[config.mk]
export PLATFORM = sky130hd
export DESIGN_NAME = pc_redirect_unit
export DESIGN_NICKNAME = d
export VERILOG_FILES = /design/src/rtl/pc_redirect_unit_pkg.sv /design/src/rtl/pc_redirect_unit_next_pc_mux.sv /design/src/rtl/pc_redirect_unit.sv
export SDC_FILE = /design/constraint.sdc
export NUM_CORES = 1
export LEC_CHECK = 0
export CORE_ASPECT_RATIO = 1.2
export CORE_MARGIN = 2
export CORE_UTILIZATION = 45
export CTS_CLUSTER_DIAMETER = 40
export DETAILED_ROUTE_END_ITERATION = 6
export DONT_BUFFER_PORTS = 1
export PLACE_DENSITY_LB_ADDON = 0.15
export SYNTH_ARGS = -nofsm -noshare
export SYNTH_HDL_FRONTEND = slang
export SYNTH_SLANG_ARGS = --single-unit
[constraint.sdc]
create_clock -name clk -period 3.26 [get_ports clk]
set_input_delay 0.489 -clock clk [delete_from_list [all_inputs] [get_ports clk]]
set_output_delay 0.489 -clock clk [all_outputs]
set_load 0.01 [all_outputs]
[src/rtl/pc_redirect_unit_pkg.sv]
// pc_redirect_unit_pkg: shared defaults and next-PC source encodings for pc_redirect_unit.
package pc_redirect_unit_pkg;
  localparam logic [31:0] RESET_PC_DEF = 32'h0000_0000;
  localparam logic [31:0] TRAP_VEC_DEF = 32'h0000_0100;
  localparam int FLUSH_CYCLES_DEF = 2;
  typedef enum logic [1:0] {PC_SEQ, PC_TGT, PC_TRAP, PC_HOLD} pc_src_e;
  typedef enum logic {IDLE, FLUSH} state_e;
endpackage

[src/rtl/pc_redirect_unit_next_pc_mux.sv]
// pc_redirect_unit_next_pc_mux: target adders, alignment check and next-PC select (RVC_EN relaxes alignment).
module pc_redirect_unit_next_pc_mux
  import pc_redirect_unit_pkg::*;
#(
  parameter logic [31:0] TRAP_VEC = TRAP_VEC_DEF
) (
  input  logic [31:0] pc,
  input  logic        busy,
  input  logic        stall,
  input  logic        branch,
  input  logic        branchTaken,
  input  logic        jump,
  input  logic        jumpReg,
  input  logic [31:0] exPC,
  input  logic [31:0] exImm,
  input  logic [31:0] exRs1,
  input  logic        ifCompressed,
  output logic [31:0] target,
  output pc_src_e     src,
  output logic [31:0] pc_next
);
  logic req, mis;
  logic [31:0] step;
`ifndef RVC_EN
  logic unused_rvc;
  assign unused_rvc = ifCompressed;
`endif
  always_comb begin
    req = ((branch & branchTaken) | jump | jumpReg) & ~busy;
    target = jumpReg ? ((exRs1 + exImm) & ~32'h1) : exPC + exImm;
`ifdef RVC_EN
    mis = target[0];
    step = ifCompressed ? 32'd2 : 32'd4;
`else
    mis = |target[1:0];
    step = 32'd4;
`endif
    src = req ? (mis ? PC_TRAP : PC_TGT) : stall ? PC_HOLD : PC_SEQ;
    pc_next = src == PC_TRAP ? TRAP_VEC : src == PC_TGT ? target : src == PC_HOLD ? pc : pc + step;
  end
endmodule

[src/rtl/pc_redirect_unit.sv]
// pc_redirect_unit: fetch PC register, redirect/trap pulses and post-redirect flush FSM (RVC_EN enables compressed steps).
module pc_redirect_unit
  import pc_redirect_unit_pkg::*;
#(
  parameter logic [31:0] RESET_PC = RESET_PC_DEF,
  parameter logic [31:0] TRAP_VEC = TRAP_VEC_DEF,
  parameter int FLUSH_CYCLES = FLUSH_CYCLES_DEF
) (
  input  logic        clk,
  input  logic        rst,
  input  logic        stall,
  input  logic        branch,
  input  logic        branchTaken,
  input  logic        jump,
  input  logic        jumpReg,
  input  logic [31:0] exPC,
  input  logic [31:0] exImm,
  input  logic [31:0] exRs1,
  input  logic        ifCompressed,
  output logic [31:0] pc,
  output logic [31:0] pcNext,
  output logic        flush,
  output logic        redirect,
  output logic        misalignTrap,
  output logic [31:0] misalignAddr
);
  state_e state;
  logic [2:0] cnt;
  logic [31:0] target;
  pc_src_e src;
  logic redir;
  pc_redirect_unit_next_pc_mux #(.TRAP_VEC(TRAP_VEC)) u_mux (
    .pc(pc), .busy(flush), .stall(stall), .branch(branch), .branchTaken(branchTaken),
    .jump(jump), .jumpReg(jumpReg), .exPC(exPC), .exImm(exImm), .exRs1(exRs1),
    .ifCompressed(ifCompressed), .target(target), .src(src), .pc_next(pcNext)
  );
  assign redir = src == PC_TGT || src == PC_TRAP;
  // flush mirrors state; requests are masked by it so no redirect can occur while flushing
  always_ff @(posedge clk) begin
    if (rst) begin
      pc <= RESET_PC;
      state <= IDLE;
      cnt <= '0;
      flush <= 1'b0;
      redirect <= 1'b0;
      misalignTrap <= 1'b0;
      misalignAddr <= '0;
    end else begin
      pc <= pcNext;
      redirect <= redir;
      misalignTrap <= src == PC_TRAP;
      if (src == PC_TRAP) misalignAddr <= target;
      if (redir) begin
        state <= FLUSH;
        cnt <= 3'(FLUSH_CYCLES);
        flush <= 1'b1;
      end else if (state == FLUSH) begin
        cnt <= cnt - 3'd1;
        flush <= cnt != 3'd1;
        state <= cnt == 3'd1 ? IDLE : FLUSH;
      end
    end
  end
endmodule

==> impl_metrics.py, run 1 <==
metrics = {
    "global_route": {
        "met3_usage_pct": 4.55,
        "met2_usage_pct": 46.1,
        "grt_start_max_net_pins": 53,
        "grtUsageMet1_pct": 37.4,
        "grt_pass1_vias": 7878,
        "antenna_found_initial": 0,
        "grt_pass1_wl_microns": 40400,
        "busiest_layer": "met2",
        "overflow": 0,
        "grt_usage_pct": 28.0,
    },
    "route": {
        "drt-vias-per-instance": 5.94,
        "drc_errors": 0,
        "routed_wl_microns": 26200,
        "wl_per_cell_microns": 18.7,
        "final_antenna_net_count": 0,
        "dr.pass1.iters": 5,
        "drt_iter0_markers": 527,
        "dr_total_vias": 8300,
    },
    "worst_setup_path": {
        "crit_fanout": 3,
        "cpPeakStageDelay_ns": 0.37,
        "crit_family": "compound AO/OA/AOI/OAI gates",
        "worst_setup_path_start_kind": "input pin",
        "timing.setup.critical_path_class": "in2out",
        "worst_ep_arrival_time_ns": 2.84,
        "critPathBufInv": 1,
        "required_ns": 2.77,
        "cp-end-kind": "output pin",
        "worstPathCellList": "ha_4 -> fa_2 -> a21o_1 -> a31o_4 -> a211oi_4 -> nor3_4 -> a211o_1 -> o311ai_4 -> mux2i_2 -> a211oi_2 -> buf_4",
        "cpMaxStageDelayCell": "fa_2",
    },
    "sta": {
        "fin_ws_ns": -0.0735,
        "holdWs_ns": 0.214,
        "fin_skew_ns": 0.00945,
        "report.final.slew_viol_count": 0,
        "period_minus_slack_ns": 3.33,
        "clock.fmax_ghz": 0.300,
        "slew_headroom_pct": 58.4,
        "rsz0062_at_grt": "true",
        "worstMarginPinSlew_ns": 0.618,
        "setup_viol": 8,
        "hold_viol": 0,
        "finalCritPeriodShare_pct": 102,
    },
    "power_and_ir_drop": {
        "irDropWorstVdd_mv": 0.404,
        "p_total_mw": 5.80,
        "combPwrFrac_pct": 56.7,
        "p_seq_share_pct": 24.9,
        "p_sw_mw": 2.42,
        "swShare_pct": 41.7,
        "p_clk_share_pct": 18.4,
        "intPower_mw": 3.38,
        "power_per_cell_area_mw_per_mm2": 547,
        "leakage_nw": 4.42,
    },
    "place": {
        "dpl_cell_area_sq_mm": 0.00921,
        "io_buffers": 0,
        "place_ws_ns": -0.388,
        "place.gp.congestion": 0.924,
        "dp_hpwl_microns": 20300,
    },
    "synth": {
        "yosys.area_share.simple_pct": 22.2,
        "ys_types": 79,
        "synth-xor-area-share_pct": 8.47,
        "synth_top_family_by_area": "compound AO/OA/AOI/OAI gates",
        "synth_top_cell_by_area": "dfxtp_1",
        "synth.area.top_cells": "dfxtp_1 19%, ha_1 11%, a211oi_1 7.0%",
        "ys.flop_type": "dfxtp_1",
        "synthMuxAreaShare_pct": 2.60,
        "synth_top_area_share_pct": 18.8,
        "syn-num-nets": 1163,
        "synth-edff-count": 0,
        "avgSynthCellArea_sq_um": 7.62,
        "netlist_area_sq_mm": 0.00755,
        "synth_warnings": 0,
        "yosys.area_share.adder_pct": 11.5,
        "ys_seq_area_share_pct": 18.8,
        "synth_compound_area_share_pct": 30.2,
        "synth-seq-cells": 71,
        "ys_async_sr_fraction_pct": 0,
        "syn_inst": 991,
    },
    "clock_network": {
        "clk_pin_slew_ns": 0.06,
        "htreeDepth": 3,
        "cts_buffer_depth": 2,
        "root_buffer": "clkbuf_16",
        "clock_latency_ns": 0.34,
        "cts.sinks": 71,
        "cts_tree": "built",
        "cts_buffers": 9,
    },
    "die": {
        "start_util_pct": 46.2,
        "die_w_microns": 122,
        "core_sq_mm": 0.0163,
        "design.die.area_sq_mm": 0.0178,
        "io_pins": 203,
        "fp.dieH_microns": 146,
        "num_rows": 51,
    },
    "final_layout": {
        "layout-area-overhead-vs-synth_pct": 40.4,
        "mostFrequentLayoutCell": "buf_4",
        "diodes": 0,
        "drive_gt1_share_pct": 34.7,
        "fin_nets": 1352,
        "finish.utilization_pct": 64.9,
        "mostFrequentLayoutCells": "225 x buf_4, 121 x nor2_1, 72 x nand2_1, 68 x dfxtp_1, 61 x a21oi_1",
        "design_area_sq_mm": 0.0106,
    },
    "outcome": {
        "status": "finished, violations left",
        "violations": "negative setup slack",
    },
    "worst_hold_path": {
        "min-delay-path-class": "in2reg",
    },
    "flow_run": {
        "cap_viol_max_count": 0,
    },
}
power groups by stage:
stage,registers [mW],logic [mW],clock network (mW)
2_1_floorplan,1.38,1.80,0
3_3_place_gp,1.46,2.82,0
3_5_place_dp,1.46,2.85,0
4_1_cts,1.44,3.07,1.09
5_1_grt,1.48,3.56,1.12
6_report,1.44,3.29,1.07
stage by stage:
stage	cells	TNS (ns)
2_1_floorplan	991	-0.282
3_3_place_gp	1366	-4.16
3_5_place_dp	1366	-4.64
4_1_cts	1389	-0.0725
5_1_grt	1397	-1.32
6_report	1397	-0.345
synthesized netlist by cell type (13+ instances only):
cell type,n
a211oi_1,70
a21o_1,28
a21oi_1,77
a31oi_1,13
and3_1,18
clkbuf_1,26
dfxtp_1,71
ha_1,66
inv_1,22
mux2i_1,14
nand2_1,77
nand3_1,28
nand4_1,17
nor2_1,129
nor2b_1,14
nor3_1,25
o21ai_0,44
xnor2_1,36
xor2_1,37
sequential cells by signal (all words and copies together) (netlist names):
register and cells:
misalignTrap 1, cnt 3, state 1, flush 1, pc 32, misalignAddr 32, redirect 1
cell families (layout without fill, tap and decap cells):
family                     Yosys count  after routing
DFF                                 71             71
adders and majority gates           68             68
AOI/OAI and AO/OA                  327            327
and+or+nand+nor                    356            356
muxes                               19             19
xor gates and xnor gates            73             73
buffers and inverters               77            271
repair_timing:
action / 4_1_cts / 5_1_grt
endpoints found under the setup margin: 29 / 28
buffers inserted: 9 / 8
hold buffers: 0 / 0
endpoints found under the hold margin: 0 / 0
pin swaps: 56 / 39
gates resized for setup: 107 / 64
metal layers:
metal	vias to the layer above	part of all wire, %
li1	4064	-
met1	3900	44
met2	298	47
met3	38	6.2
met4	0	2.2
met5	-	0
cell type report:
cell class | instances | area (sq um)
Clock buffer | 11 | 243
Clock inverter | 5 | 81.3
Fill cell | 1414 | 5730
Inverter | 22 | 86.3
Multi-Input combinational cell | 843 | 6680
Sequential cell | 71 | 1430
Tap cell | 212 | 265
Timing Repair Buffer | 233 | 1820
worst paths after layout:
check,depth (start not counted),slack [ns],from,to
worst min-delay path,1,0.21,rst,pc[3]
worst max register to register,8,1.00,pc[5],pc[18]
worst min register to register,2,0.52,misalignAddr[13],misalignAddr[13]
worst max-delay path,11,-0.07,exPC[0],pcNext[30]
worst reg2reg max path, delay by kind of cell (launching register included):
kind                      cells  cell delay [ns]
and+or+nand+nor               5             1.14
xor gates and xnor gates      1             0.17
buffers and inverters         1             0.17
DFF                           1             0.48
AOI/OAI and AO/OA             1             0.21
Power figures use the tool's default switching activity.
==> run 2, diff against run 1 <==
- ABC_AREA: default -> 1
==> run 2 against run 1 <==
The flow now finishes without violations. Power down 7.4%. Combinational power down 17%. Cell count up 41%. Synthesized area up 17%. Global-route usage up 0.58 points. Cell area down 9.7%. First-iteration DRC count down 0.57%. Sequential cell count unchanged. Utilization down 16 points. Via count up 23%. Sequential power up 15%. Critical path depth up 2.
==> impl_metrics.py, run 2 <==
metrics = {
    "clock_network": {
        "cts_buffers": 9,
        "hold_buffers": 0,
        "root_buffer": "clkbuf_16",
        "cts_buffer_depth": 2,
        "htreeDepth": 3,
        "cts.sinks": 71,
        "clock_latency_ns": 0.34,
        "ctsResizeCount": 0,
        "post-cts-setup-buffers": 0,
        "clk_pin_slew_ns": 0.06,
        "cts_tree": "built",
    },
    "worst_setup_path": {
        "crit_cells": 13,
        "cpMaxStageDelayCell": "fa_1",
        "critPathBufInv": 4,
        "cp-end-kind": "output pin",
        "timing.setup.critical_path_class": "in2out",
        "cpPeakStageDelay_ns": 0.44,
        "crit_path_end": "pcNext[1]",
        "worst_ep_arrival_time_ns": 2.60,
        "reg2reg_to": "pc[22]",
        "required_ns": 2.77,
        "worst_setup_path_start_kind": "input pin",
        "reg2reg_depth": 12,
        "reg2reg_from": "pc[12]",
        "reg2reg_slack_ns": 1.07,
        "startpoint": "exPC[0]",
        "crit_family": "adder cells",
        "worstPathCellList": "ha_1 -> fa_1 -> nand2_1 -> nand2_2 -> a21oi_4 -> nor2_1 -> nor2_2 -> ha_2 -> inv_2 -> buf_6 -> buf_4 -> o21ai_0 -> inv_1",
        "crit_fanout": 8,
    },
    "synth": {
        "ys.flop_type": "dfxtp_1",
        "synth_top_cell_by_area": "nand2_1",
        "synth_warnings": 0,
        "synth-edff-count": 0,
        "syn-num-nets": 1871,
        "synth-seq-cells": 71,
        "ys_types": 38,
        "ys_async_sr_fraction_pct": 0,
        "netlist_area_sq_mm": 0.00884,
        "synthMostInstantiatedCell": "nand2_1",
        "ys_seq_area_share_pct": 16.1,
        "synth_top_area_share_pct": 26.7,
        "syn_inst": 1699,
        "synth_common_cells": "628 x nand2_1, 317 x inv_1, 179 x nor2_1, 132 x nand3_1, 94 x a21oi_1",
        "avgSynthCellArea_sq_um": 5.20,
        "synth.area.top_cells": "nand2_1 27%, dfxtp_1 16%, inv_1 13%",
    },
    "flow_run": {
        "cap_viol_max_count": 0,
    },
    "power_and_ir_drop": {
        "intPower_mw": 2.70,
        "p_sw_mw": 2.67,
        "p_total_mw": 5.37,
        "swShare_pct": 49.7,
        "combPwrFrac_pct": 50.8,
        "p_seq_share_pct": 30.7,
        "leakage_nw": 5.51,
        "p_clk_share_pct": 18.4,
        "irDropWorstVdd_mv": 0.448,
        "power_per_cell_area_mw_per_mm2": 561,
    },
    "sta": {
        "setup_viol": 0,
        "finalCritPeriodShare_pct": 94.6,
        "fin_ws_ns": 0.176,
        "rsz0062_at_grt": "false",
        "slew_headroom_pct": 55.0,
        "timing.setup.tns_ns": 0,
        "hold_viol": 0,
        "period_minus_slack_ns": 3.08,
        "clock.fmax_ghz": 0.324,
        "fin_skew_ns": 0.00670,
        "worstMarginPinSlew_ns": 0.671,
        "report.final.slew_viol_count": 0,
    },
    "global_route": {
        "grt_pass1_vias": 9314,
        "grt_start_max_net_pins": 47,
        "antenna_found_initial": 0,
        "overflow": 0,
        "grt_pass1_wl_microns": 46900,
        "grt_usage_pct": 28.5,
    },
    "route": {
        "drt_iter0_markers": 524,
        "routed_wl_microns": 30300,
        "dr.pass1.iters": 5,
        "wl_per_cell_microns": 15.4,
        "final_antenna_net_count": 0,
        "drt-vias-per-instance": 5.19,
        "dr_total_vias": 10200,
        "drc_errors": 0,
    },
    "worst_hold_path": {
        "min-delay-path-class": "in2reg",
        "min_path_cells": 1,
    },
    "place": {
        "dp_cells": 1949,
        "place.gp.congestion": 0.987,
        "io_buffers": 0,
        "place_ws_ns": 0.0160,
        "dpl_cell_area_sq_mm": 0.00923,
        "dp_hpwl_microns": 25300,
    },
    "final_layout": {
        "design_area_sq_mm": 0.00957,
        "drive_gt1_share_pct": 4.40,
        "instances_no_fill": 1965,
        "mostFrequentLayoutCells": "627 x nand2_1, 316 x inv_1, 177 x nor2_1, 132 x nand3_1, 91 x a21oi_1",
        "diodes": 0,
        "layout-area-overhead-vs-synth_pct": 8.28,
        "mostFrequentLayoutCell": "nand2_1",
        "fin_nets": 1871,
        "reg.largest.list": "misalignAddr (32), pc (32), cnt (3)",
    },
    "die": {
        "design.die.area_sq_mm": 0.0208,
        "fp.dieH_microns": 158,
        "num_rows": 56,
        "start_util_pct": 45.6,
        "core_sq_mm": 0.0194,
        "die_w_microns": 132,
        "io_pins": 203,
    },
    "outcome": {
        "status": "finished, final reports clean",
    },
}
-- run 2: cell types whose count changed in the layout (fill, tap and decap cells not counted), moves of 21 or more --
cell      before  now
a21o_1        28    1
xnor2_1       33    8
buf_4        225   19
nand2_1       72  627
a211oi_1      46    1
xor2_1        35    5
nand3_1       27  132
o21ai_0       33   57
nor2_1       121  177
ha_4          21    0
inv_1         20  316
ha_1          42   64
a21oi_1       61   91
-- run 2: worst reg2reg max path: stages (launching register included) --
cell and delay (ns):
dfxtp_1 0.47, nand2_1 0.20, nor3_1 0.45, nand2_1 0.24
nor2_1 0.19, nand2_1 0.07, nand2_1 0.06, nand2_1 0.05
nand2_1 0.05, o21ai_0 0.07, a21oi_1 0.13, nand2_1 0.08
nor2_1 0.07
-- run 2: worst min-delay path by stage --
stage | end | start
after floorplan | cnt[2] | cnt[2]
after global routing | pc[8] | rst
after CTS | pc[8] | rst
after detailed placement | cnt[2] | cnt[2]
after global placement | cnt[2] | cnt[2]
final | pc[8] | rst
-- run 2: layer usage --
metal | vias to the layer above | track usage (%) | share of wire (%)
li1 | 5250 | - | -
met1 | 4562 | 33.1 | 41
met2 | 334 | 52.4 | 49
met3 | 57 | 5.19 | 6.5
met4 | 0 | 10.2 | 3.2
met5 | - | 0 | 0
-- run 2: cells by family (layout without fill, tap and decap cells) --
group	count (synthesis)	in the layout	synth area share, %
compound gates	182	182	10.8
xor+xnor	13	13	1.29
fa+ha+maj	68	68	9.79
buf+inv	356	361	15.3
flops	71	71	16.1
mux	2	2	0.226
simple gates	1007	1007	46.5
-- run 2: stage by stage --
step                hold slack, ns  util (%)
floorplan                    0.450         -
global placement             0.470      47.5
detailed placement           0.480      47.5
CTS                          0.203      49.1
global route                 0.213      49.3
finish                       0.215      49.3
-- run 2: layout make-up --
class / instances / area, sq um
Timing Repair Buffer: 23 / 214
Clock buffer: 10 / 229
Multi-Input combinational cell: 1272 / 6100
Sequential cell: 71 / 1420
Fill cell: 2187 / 9830
Tap cell: 261 / 327
Inverter: 322 / 1210
Clock inverter: 6 / 70.1
-- run 2: power by group through the flow --
stage / Combinational [mW] / Clock (mW) / Sequential (mW)
floorplan: 1.99 / 0 / 1.53
finish: 2.73 / 0.990 / 1.65
global placement: 2.61 / 0 / 1.67
detailed placement: 2.65 / 0 / 1.67
global route: 3.11 / 1.04 / 1.69
CTS: 2.67 / 1.01 / 1.65
